$ cat config.mk
export PLATFORM = sky130hd
export DESIGN_NAME = wb_uart_fifo
export DESIGN_NICKNAME = d
export VERILOG_FILES = /design/src/rtl/wb_uart_fifo.sv
export SDC_FILE = /design/constraint.sdc
export NUM_CORES = 1
export LEC_CHECK = 0
export BUFFER_PORTS_ARGS = -buffer_cell sky130_fd_sc_hd__buf_2
export CAP_MARGIN = 25
export CORE_MARGIN = 10
export CORE_UTILIZATION = 40
export DETAILED_ROUTE_END_ITERATION = 6
export PLACE_DENSITY = 0.64
export SLEW_MARGIN = 20
export SYNTH_ARGS = -nofsm -noshare
export SYNTH_HDL_FRONTEND = slang
export SYNTH_SLANG_ARGS = --single-unit
$ cat constraint.sdc
create_clock -name clk -period 4.3 [get_ports clk]
set_clock_uncertainty 0.2 [all_clocks]
set_input_delay 0.43 -clock clk [delete_from_list [all_inputs] [get_ports clk]]
set_output_delay 0.43 -clock clk [all_outputs]
set_load 0.01 [all_outputs]
$ cat src/rtl/wb_uart_fifo.sv
// Wishbone-attached 8N1 UART with RX/TX FIFOs, runtime baud divisor,
// sticky error flags and maskable level interrupt.

module wb_uart_fifo_buf #(
  parameter int unsigned AW = 4
) (
  input  logic          clk,
  input  logic          reset,
  input  logic          push,
  input  logic [7:0]    wdata,
  input  logic          pop,
  output logic [7:0]    rdata,
  output logic [AW:0]   count,
  output logic          full,
  output logic          empty
);
  localparam int unsigned DEPTH = 1 << AW;

  logic [7:0]    mem [DEPTH];
  logic [AW-1:0] wptr;
  logic [AW-1:0] rptr;
  logic          do_push;
  logic          do_pop;

  // Full/empty come from the registered count, so same-cycle pops never unblock a push
  assign full    = (count == (AW+1)'(DEPTH));
  assign empty   = (count == '0);
  assign do_push = push & ~full;
  assign do_pop  = pop & ~empty;
  assign rdata   = mem[rptr];

  always_ff @(posedge clk) begin
    if (do_push) mem[wptr] <= wdata;
  end

  always_ff @(posedge clk) begin
    if (reset) begin
      wptr  <= '0;
      rptr  <= '0;
      count <= '0;
    end else begin
      if (do_push) wptr <= wptr + AW'(1);
      if (do_pop)  rptr <= rptr + AW'(1);
      case ({do_push, do_pop})
        2'b10:   count <= count + (AW+1)'(1);
        2'b01:   count <= count - (AW+1)'(1);
        default: ;
      endcase
    end
  end
endmodule

module wb_uart_fifo #(
  parameter int unsigned clk_freq = 50000000,
  parameter int unsigned baud     = 115200,
  parameter int unsigned FIFO_AW  = 4
) (
  input  logic        clk,
  input  logic        reset,
  input  logic        wb_stb_i,
  input  logic        wb_cyc_i,
  input  logic        wb_we_i,
  input  logic [31:0] wb_adr_i,
  input  logic [3:0]  wb_sel_i,
  input  logic [31:0] wb_dat_i,
  output logic [31:0] wb_dat_o,
  output logic        wb_ack_o,
  output logic        intr,
  input  logic        uart_rxd,
  output logic        uart_txd
);
  localparam int unsigned DIV_RST = clk_freq / baud - 1;

  typedef enum logic [1:0] {TX_IDLE, TX_START, TX_DATA, TX_STOP} tx_state_t;
  typedef enum logic [1:0] {RX_IDLE, RX_START, RX_DATA, RX_STOP} rx_state_t;

  logic              ack_q, req, wr, rd;
  logic [2:0]        reg_sel;
  logic [2:0]        ctrl;
  logic [15:0]       div, div_eff;
  logic              rx_ferr, rx_ovr, tx_ovf;
  logic [2:0]        flag_clr;
  logic [31:0]       rd_data;

  logic              tx_push, tx_pop, tx_full, tx_fifo_empty;
  logic [7:0]        tx_rdata;
  logic [FIFO_AW:0]  tx_count;
  logic              rx_pop, rx_full, rx_fifo_empty;
  logic [7:0]        rx_rdata;
  logic [FIFO_AW:0]  rx_count;
  logic              tx_empty, rx_avail;

  logic unused;
  assign unused = ^{wb_adr_i[31:5], wb_adr_i[1:0], wb_sel_i[3:1], wb_dat_i[31:16]};

  assign req      = wb_stb_i & wb_cyc_i & ~ack_q;
  assign wr       = req & wb_we_i & wb_sel_i[0];
  assign rd       = req & ~wb_we_i;
  assign reg_sel  = wb_adr_i[4:2];
  assign wb_ack_o = wb_stb_i & wb_cyc_i & ack_q;
  assign div_eff  = (div < 16'd2) ? 16'd2 : div;
  assign flag_clr = (wr && reg_sel == 3'd0) ? wb_dat_i[5:3] : 3'b000;
  assign tx_push  = wr && reg_sel == 3'd1;
  assign rx_pop   = rd && reg_sel == 3'd1;

  wb_uart_fifo_buf #(.AW(FIFO_AW)) u_tx_fifo (
    .clk(clk), .reset(reset), .push(tx_push), .wdata(wb_dat_i[7:0]), .pop(tx_pop),
    .rdata(tx_rdata), .count(tx_count), .full(tx_full), .empty(tx_fifo_empty)
  );

  logic rx_push_q;
  logic [7:0] rx_shift;

  wb_uart_fifo_buf #(.AW(FIFO_AW)) u_rx_fifo (
    .clk(clk), .reset(reset), .push(rx_push_q), .wdata(rx_shift), .pop(rx_pop),
    .rdata(rx_rdata), .count(rx_count), .full(rx_full), .empty(rx_fifo_empty)
  );

  // ---------------- TX engine ----------------
  tx_state_t   tx_state, tx_state_d;
  logic [15:0] tx_cnt, tx_cnt_d, tx_div, tx_div_d;
  logic [7:0]  tx_shift, tx_shift_d;
  logic [2:0]  tx_bit, tx_bit_d;
  logic        tx_busy_q;

  always_ff @(posedge clk) begin
    if (reset) begin
      tx_state  <= TX_IDLE;
      tx_cnt    <= '0;
      tx_div    <= '0;
      tx_shift  <= '0;
      tx_bit    <= '0;
      tx_busy_q <= 1'b0;
      uart_txd  <= 1'b1;
    end else begin
      tx_state  <= tx_state_d;
      tx_cnt    <= tx_cnt_d;
      tx_div    <= tx_div_d;
      tx_shift  <= tx_shift_d;
      tx_bit    <= tx_bit_d;
      tx_busy_q <= (tx_state != TX_IDLE);
      // Line follows the engine one cycle later; frame timing is unaffected
      case (tx_state)
        TX_START: uart_txd <= 1'b0;
        TX_DATA:  uart_txd <= tx_shift[0];
        default:  uart_txd <= 1'b1;
      endcase
    end
  end

  always_comb begin
    tx_state_d = tx_state;
    tx_cnt_d   = tx_cnt;
    tx_div_d   = tx_div;
    tx_shift_d = tx_shift;
    tx_bit_d   = tx_bit;
    tx_pop     = 1'b0;
    unique case (tx_state)
      TX_IDLE: begin
        if (!tx_fifo_empty) begin
          tx_pop     = 1'b1;
          tx_shift_d = tx_rdata;
          tx_div_d   = div_eff;
          tx_cnt_d   = div_eff;
          tx_state_d = TX_START;
        end
      end
      TX_START: begin
        if (tx_cnt == 16'd0) begin
          tx_cnt_d   = tx_div;
          tx_bit_d   = 3'd0;
          tx_state_d = TX_DATA;
        end else tx_cnt_d = tx_cnt - 16'd1;
      end
      TX_DATA: begin
        if (tx_cnt == 16'd0) begin
          tx_cnt_d   = tx_div;
          tx_shift_d = {1'b0, tx_shift[7:1]};
          tx_bit_d   = tx_bit + 3'd1;
          if (tx_bit == 3'd7) tx_state_d = TX_STOP;
        end else tx_cnt_d = tx_cnt - 16'd1;
      end
      TX_STOP: begin
        if (tx_cnt == 16'd0) tx_state_d = TX_IDLE;
        else tx_cnt_d = tx_cnt - 16'd1;
      end
    endcase
  end

  assign tx_empty = tx_fifo_empty & (tx_state == TX_IDLE) & ~tx_busy_q;
  assign rx_avail = ~rx_fifo_empty;

  // ---------------- RX engine ----------------
  rx_state_t   rx_state, rx_state_d;
  logic        rx_s1, rx_s2, rx_prev;
  logic [15:0] rx_cnt, rx_cnt_d, rx_div, rx_div_d;
  logic [7:0]  rx_shift_d;
  logic [2:0]  rx_bit, rx_bit_d;
  logic        rx_push_d, rx_ferr_set;
  logic [16:0] rx_half;

  assign rx_half = ({1'b0, div_eff} + 17'd1) >> 1;

  always_ff @(posedge clk) begin
    if (reset) begin
      rx_s1     <= 1'b1;
      rx_s2     <= 1'b1;
      rx_prev   <= 1'b1;
      rx_state  <= RX_IDLE;
      rx_cnt    <= '0;
      rx_div    <= '0;
      rx_shift  <= '0;
      rx_bit    <= '0;
      rx_push_q <= 1'b0;
    end else begin
      rx_s1     <= uart_rxd;
      rx_s2     <= rx_s1;
      rx_prev   <= rx_s2;
      rx_state  <= rx_state_d;
      rx_cnt    <= rx_cnt_d;
      rx_div    <= rx_div_d;
      rx_shift  <= rx_shift_d;
      rx_bit    <= rx_bit_d;
      rx_push_q <= rx_push_d;
    end
  end

  always_comb begin
    rx_state_d  = rx_state;
    rx_cnt_d    = rx_cnt;
    rx_div_d    = rx_div;
    rx_shift_d  = rx_shift;
    rx_bit_d    = rx_bit;
    rx_push_d   = 1'b0;
    rx_ferr_set = 1'b0;
    unique case (rx_state)
      RX_IDLE: begin
        if (rx_prev && !rx_s2) begin
          rx_div_d   = div_eff;
          rx_cnt_d   = 16'(rx_half - 17'd1);
          rx_state_d = RX_START;
        end
      end
      RX_START: begin
        if (rx_cnt == 16'd0) begin
          if (rx_s2) rx_state_d = RX_IDLE;
          else begin
            rx_cnt_d   = rx_div;
            rx_bit_d   = 3'd0;
            rx_state_d = RX_DATA;
          end
        end else rx_cnt_d = rx_cnt - 16'd1;
      end
      RX_DATA: begin
        if (rx_cnt == 16'd0) begin
          rx_cnt_d   = rx_div;
          rx_shift_d = {rx_s2, rx_shift[7:1]};
          rx_bit_d   = rx_bit + 3'd1;
          if (rx_bit == 3'd7) rx_state_d = RX_STOP;
        end else rx_cnt_d = rx_cnt - 16'd1;
      end
      RX_STOP: begin
        if (rx_cnt == 16'd0) begin
          if (rx_s2) rx_push_d = 1'b1;
          else rx_ferr_set = 1'b1;
          rx_state_d = RX_IDLE;
        end else rx_cnt_d = rx_cnt - 16'd1;
      end
    endcase
  end

  // Register read mux
  always_comb begin
    rd_data = 32'd0;
    case (reg_sel)
      3'd0:    rd_data = {26'd0, tx_ovf, rx_ovr, rx_ferr, tx_full, tx_empty, rx_avail};
      3'd1:    rd_data = rx_fifo_empty ? 32'd0 : {24'd0, rx_rdata};
      3'd2:    rd_data = {29'd0, ctrl};
      3'd3:    rd_data = {16'd0, div};
      3'd4:    rd_data = {16'd0, 8'(tx_count), 8'(rx_count)};
      default: rd_data = 32'd0;
    endcase
  end

  // Bus, control registers, sticky flags (set beats clear) and interrupt
  always_ff @(posedge clk) begin
    if (reset) begin
      ack_q    <= 1'b0;
      wb_dat_o <= 32'd0;
      ctrl     <= 3'd0;
      div      <= 16'(DIV_RST);
      rx_ferr  <= 1'b0;
      rx_ovr   <= 1'b0;
      tx_ovf   <= 1'b0;
      intr     <= 1'b0;
    end else begin
      ack_q    <= req;
      wb_dat_o <= rd ? rd_data : 32'd0;
      if (wr && reg_sel == 3'd2) ctrl <= wb_dat_i[2:0];
      if (wr && reg_sel == 3'd3) div  <= wb_dat_i[15:0];
      rx_ferr  <= rx_ferr_set | (rx_ferr & ~flag_clr[0]);
      rx_ovr   <= (rx_push_q & rx_full) | (rx_ovr & ~flag_clr[1]);
      tx_ovf   <= (tx_push & tx_full) | (tx_ovf & ~flag_clr[2]);
      intr     <= (ctrl[0] & rx_avail) | (ctrl[1] & tx_empty) |
                  (ctrl[2] & (rx_ferr | rx_ovr | tx_ovf));
    end
  end
endmodule

**Word-level counts from Yosys, hierarchy flattened**

Memory sizes are Yosys's and may differ from the RTL's. A register that Yosys moved wholly into a read port is not among the register bits.
Index checks and enable logic that the tools add are counted.

- Bits in registers: 178
- Memory bits (writable): 256
- Word-level logic and storage cells: 206
- Memories kept: 2

- $add $sub $neg: 14
- Magnitude comparators: 1
- Equal/unequal tests: 32
- Mux-type cells: 54
- Bitwise logic cells: 40
- Reductions and logical operators: 33

Memory list:

| name | words | width | read ports | clocked after Yosys merged registers in | write ports | line | source |
|---|---|---|---|---|---|---|---|
| u_rx_fifo.mem | 16 | 8 | 1 | 1 | 1 | 19 | `logic [7:0] mem [DEPTH];` |
| u_tx_fifo.mem | 16 | 8 | 1 | 1 | 1 | 19 |  |

Operators with widths:

| cell | number |
|---|---|
| 2-to-1 mux 16 bit | 9 |
| case mux 16 bit (5 select lines) | 1 |
| case mux 16 bit (4 select lines) | 1 |
| case mux 16 bit (3 select lines) | 1 |
| subtractor 16 x 1 -> 16 bit (second input constant) | 3 |
| logical NOT 16 bit | 2 |
| inequality test 2 bit (second input constant) | 13 |
| 2-to-1 mux 8 bit | 3 |
| 2-to-1 mux 2 bit | 11 |
| AND 1 bit | 20 |
| case mux 5 bit (2 select lines) | 2 |
| 2-to-1 mux 3 bit | 6 |
| adder 16 x 1 -> 17 bit (second input constant) | 1 |
| adder 4 x 1 -> 4 bit (second input constant) | 4 |
| < comparator 16 x 2 -> 1 bit (second input constant) | 1 |
| 2-to-1 mux 4 bit | 4 |
| case mux 2 bit (4 select lines) | 2 |
| case mux 8 bit (2 select lines) | 1 |
| NOT 1 bit | 13 |
| == test 2 bit (second input constant) | 6 |
| case mux 3 bit (2 select lines) | 2 |
| nonzero test 2 bit | 6 |
| adder 5 x 1 -> 5 bit (second input constant) | 2 |
| == test 5 bit (second input constant) | 2 |
| other kinds (21) | 58 |

**Logic depth before layout (Yosys ltp)**

- Depth after elaboration: 9
- Gate-level depth with buffers: 15
- Gate-level depth less buffers: 14

**By module**

Synthesis repeated with hierarchy kept, for this count alone.

- Cell total of the unflattened synthesis: 1557
- Area total of the unflattened synthesis: 19397.4 um2

Modules (own cells, without submodules):

| module | instances | cells each | area each (um2) | sequential area each (um2) |
|---|---|---|---|---|
| wb_uart_fifo_buf | 2 | 305 | 5974.5 | 4184.0 |
| wb_uart_fifo | 1 | 947 | 7448.4 | 2722.6 |

**Worst setup path before layout**

Ideal clock, no wire load.

- Kind: input port to flip-flop
- From: input port wb_adr_i[2]
- To: register u_rx_fifo.count[4]
- Data arrival time: 3506 ps
- Path slack: 523 ps
- Stages on the path: 15
- Path buffers: 2
- Path through: clkbuf_1 > inv_1 > nor3_1 > and2_1 > clkbuf_1 > nor3b_1 > ha_1 > inv_1 > fa_1 > inv_1 > a21o_1 > a21oi_1 > xnor2_1 > or3_1 > a21oi_1

- Cells in the longest elaborated chain, start to end: 5

RTL lines:

| what | line | source |
|---|---|---|
| from (decl) | 63 | `input logic [31:0] wb_adr_i,` |
| == test 3 x 1 -> 1 bit * | 104 | `assign rx_pop = rd && reg_sel == 3'd1;` |
| logical AND 1 bit * | 104 |  |
| AND 1 bit * | 29 | `assign do_pop = pop & ~empty;` |
| named net u_rx_fifo.do_pop | 23 | `logic do_pop;` |
| == test 2 x 1 -> 1 bit or == test 2 bit (tied branches) | 44 | `case ({do_push, do_pop})` |
| case mux 5 bit (2 select lines) or nonzero test 2 bit (tied branches) | -- |  |
| to (signal assigned) | 45 | `2'b10: count <= count + (AW+1)'(1);` |
| to (signal assigned) | 46 | `2'b01: count <= count - (AW+1)'(1);` |
| to (decl) | 13 | `output logic [AW:0] count,` |

Mark *: on every way through the listed nets, which the timed path passes. The rest lies on a longest branch.
A chain may end at the register's enable or synchronous reset.

**Worst setup path after layout**

- From: register div[4]
- To: register rx_cnt[13]

- Cells in the longest elaborated chain, start to end: 6

RTL lines:

| what | line | source |
|---|---|---|
| from (decl) | 80 | `logic [15:0] div, div_eff;` |
| from (signal assigned) | 291 | `div <= 16'(DIV_RST);` |
| from (signal assigned) | 300 | `if (wr && reg_sel == 3'd3) div <= wb_dat_i[15:0];` |
| < comparator 16 x 2 -> 1 bit | 101 | `assign div_eff = (div < 16'd2) ? 16'd2 : div;` |
| 2-to-1 mux 16 bit | 101 |  |
| named net div_eff[0] | 80 |  |
| adder 16 x 1 -> 17 bit | 202 | `assign rx_half = ({1'b0, div_eff} + 17'd1) >> 1;` |
| subtractor 16 x 1 -> 16 bit | 240 | `rx_cnt_d = 16'(rx_half - 17'd1);` |
| 2-to-1 mux 16 bit | 238 | `if (rx_prev && !rx_s2) begin` |
| case mux 16 bit (4 select lines) | 236 | `unique case (rx_state)` |
| to (signal assigned) | 220 | `rx_cnt <= rx_cnt_d;` |
| to (decl) | 196 | `logic [15:0] rx_cnt, rx_cnt_d, rx_div, rx_div_d;` |

The timed path passes the listed nets, and every way through them passes these cells. The select of a mux whose other input is x is not followed.

==> run metrics <==
Final Instance Count excl. Fillers=2294; Mean Syn Cell Area=approximately 12 um2; total gr overflow=0; Post-synth EDFFs=256; Final setup viols=0; DIE AREA=around 57000 um2; commonest register cell after synthesis=edfxtp_1; Core Region=approximately 47000 um2; Req. time, crit path=4.61 ns; Post-CTS Resized=0; routed vias=around 13000; Detail Route Antenna Nets=0; Simple-Gate Fraction of Synth Area=0.127; worst-skew pair later-pin latency=roughly 0.6 ns; CTS buffer count=between 40 and 50; fin crit share=0.841; Hold Crit Class=input port to flip-flop; DR iter-0 viols=between 1000 and 1500; CP Data Arrival Time=slightly below 4 ns; pwr dens=499 nW/um2; Slew Limit Fails=0; Yosys cell types=76; Compound-Gate Fraction of Synth Area=0.101; Peak VDD IR=roughly 0.33 mV; post-synthesis mux area share=0.0989; hold_buf cts=9; Pleak=approximately 7.2 nW; DRC Markers=0; CP endpoint kind=flip-flop; GP Congestion=between 0.8 and 0.9; Comb pwr share=0.224; Flop pwr share=0.429; Final Net Count=approximately 1800; CTS tree=done; Net Sw Power=~3.2 mW; Ports=109; CTS Sinks=roughly 430; MaxCap Viol Count=0; clock root buffer=clkbuf_16; hold violation count in the final report=0; pre-CTS WS=about 0.58 ns; Area Overhead vs Synth=12.6%; Worst Setup Path Type=flip-flop to flip-flop; Startpoint Class=flip-flop; first-pass GRT wire length=~70 mm; Net Sw Frac=0.302; vias in the first global route=~12000; slew margin rel.=0.323; Worst Path Max Fanout=6; Site Rows=79; clock slew at reported path FFs=0.07 ns; setup repair after global routing missed its margin=false; clock power share=0.348; Yosys warnings=0; largest net degree at the start of global routing=64; P_int=approximately 7.5 mW; HPWL Detailed=~30 mm; WL per Instance=slightly below 20 um; multi-input logic area=7300 um2; Register Area=11100 um2; Buffers on Ports=44; worst slew pin tran=1.01 ns; Util after Layout=0.458; status=finished, final reports clean; FFs w/ async S/R, synth=0; final WL=between 40 and 50 mm; Synth Register Bits=roughly 430; hold_ws=0.0778 ns; clock buffer depth=3; Via density=5.59; final worst slack=0.683 ns; share of cells above drive strength 1=0.148; Initial Util=0.407; Inst Count DP=2200; Seq/Total Area, Yosys=0.583; fillers=4171; GRT Util Overall=0.156; Pre-antenna DRT Iters=5; final setup TNS=0 ns; Die W=238 um; H-tree level count=2; initial antenna violation count=3; fin crit period=about 3.6 ns; Die Ht=between 200 and 250 um; Post-CTS Setup Bufs=0; largest family of logic cells by synthesized area=simple AND/OR/NAND/NOR gates; Synth Area in XOR/XNOR=0.0272; Synth Area in Adders=0.0258; Synth Cell Area=roughly 19000 um2; Cells after Synth=approximately 1600; f_max=276 MHz
==> per-layer routing <==
| metal | wire (um) | track usage |
|---|---|---|
| met1 | 19700 | 0.205 |
| met2 | 21100 | 0.254 |
| met3 | 2550 | 0.0247 |
| met4 | 1460 | 0.0631 |
| met5 | 9 | 0 |
==> Yosys cell counts (5+ instances only) <==
library cell,instances,share of area
xnor2_1,29,0.013
xor2_1,30,0.014
a21oi_1,132,0.035
a221oi_1,5,0.0023
nor3_1,39,0.010
buf_4,19,0.0075
and3_1,12,0.0039
buf_2,7,0.0018
nor2b_1,16,0.0053
o22ai_1,5,0.0016
mux2i_1,31,0.016
and2_1,7,0.0023
a21o_1,5,0.0020
ha_1,36,0.024
buf_1,10,0.0020
nor3b_1,5,0.0020
clkbuf_1,85,0.017
nand3_1,32,0.0084
dfxtp_1,170,0.18
nand2b_1,18,0.0059
o211ai_1,6,0.0024
a22oi_1,10,0.0039
o21ai_0,33,0.0087
inv_1,39,0.0077
edfxtp_1,256,0.40
nor4_1,11,0.0036
a31oi_1,9,0.0030
nand2_1,161,0.032
or3_1,12,0.0039
a211oi_1,42,0.017
nand3b_1,8,0.0032
mux4_2,68,0.081
a32oi_1,9,0.0041
nor2_1,161,0.032
nand4_1,12,0.0039
or2_2,6,0.0020
==> critical path, stage by stage (launching register included) <==
cell	delay, ns
dfxtp_1	0.31
nor4_1	0.47
nand4_1	0.13
nor4_1	0.26
nand2b_1	0.25
inv_1	0.07
ha_1	0.28
nand3_1	0.22
o21ai_0	0.16
o32ai_1	0.36
nand3_1	0.20
nor2_1	0.25
xor2_1	0.10
a311oi_1	0.25
==> path summary, 6_finish.rpt <==
kind	start	to	slack, ns	depth (start not counted)
max	div[4]	rx_cnt[13]	0.68	13
min	wb_dat_i[7]	u_tx_fifo.mem[2][7]	0.08	1
max reg2reg	div[4]	rx_cnt[13]	0.68	13
min reg2reg	rx_s1	rx_s2	0.22	1
==> sequential cells by signal (all words and copies together) (netlist names), 16 cells and up, named ones only <==
register and cells:
u_rx_fifo.mem 128, tx_div 16, tx_cnt 16, rx_cnt 16, u_tx_fifo.mem 128, div 16, wb_dat_o 16, rx_div 16
==> power by group through the flow <==
stage,registers (mW),logic [mW],clock network (mW)
4_1_cts,4.57,2.38,3.78
3_3_place_gp,4.66,2.31,0
5_1_grt,4.60,2.66,3.94
3_5_place_dp,4.66,2.36,0
2_1_floorplan,4.63,1.85,0
6_report,4.58,2.39,3.71
==> per-stage QoR <==
| step | total power [mW] | cell area, um2 |
|---|---|---|
| 6_report | 10.7 | 21400 |
| 4_1_cts | 10.7 | 21400 |
| 3_3_place_gp | 6.96 | 19900 |
| 2_1_floorplan | 6.47 | 19100 |
| 3_5_place_dp | 7.02 | 19900 |
| 5_1_grt | 11.2 | 21400 |
==> layout by cell type, fill, tap and decap left out, types with 5 or more instances in the layout <==
cell type / count
or3_1: 12
a32oi_1: 9
o211ai_1: 6
conb_1: 16
inv_1: 39
clkinv_2: 13
nand3b_1: 8
dlygate4sd3_1: 9
nand4_1: 12
nor4_1: 10
a211oi_1: 42
ha_1: 36
mux2i_1: 31
edfxtp_1: 256
a31oi_1: 9
a22oi_1: 10
xnor2_1: 29
dfxtp_1: 168
a21oi_1: 132
xor2_1: 30
nor2b_1: 16
clkbuf_1: 15
buf_2: 43
and3_1: 12
nand2b_1: 18
clkbuf_16: 46
nand3_1: 32
a21o_1: 5
nor2_1: 161
buf_4: 50
or2_2: 6
and2_1: 7
nor3_1: 39
mux4_2: 68
o22ai_1: 5
nand2_1: 161
a221oi_1: 5
o21ai_0: 32
==> cell families (layout without fill, tap and decap cells) <==
| family | Yosys count | after routing |
|---|---|---|
| muxes | 102 | 102 |
| other | 1 | 17 |
| adders and majority gates | 38 | 38 |
| and+or+nand+nor | 518 | 518 |
| buffers and inverters | 162 | 226 |
| xor gates and xnor gates | 59 | 59 |
| DFF | 426 | 426 |
| AOI/OAI and AO/OA | 301 | 301 |
==> area by class of cell <==
cell class,count,share of cell area
Sequential cell,426,0.518
Clock inverter,19,0.00701
Multi-Input combinational cell,1034,0.341
Inverter,39,0.00684
Clock buffer,64,0.0583
Tap cell,607,0.0355
Timing Repair Buffer,104,0.0332
Antenna cell,1,0.000117
(Power assumes the default switching activity.)
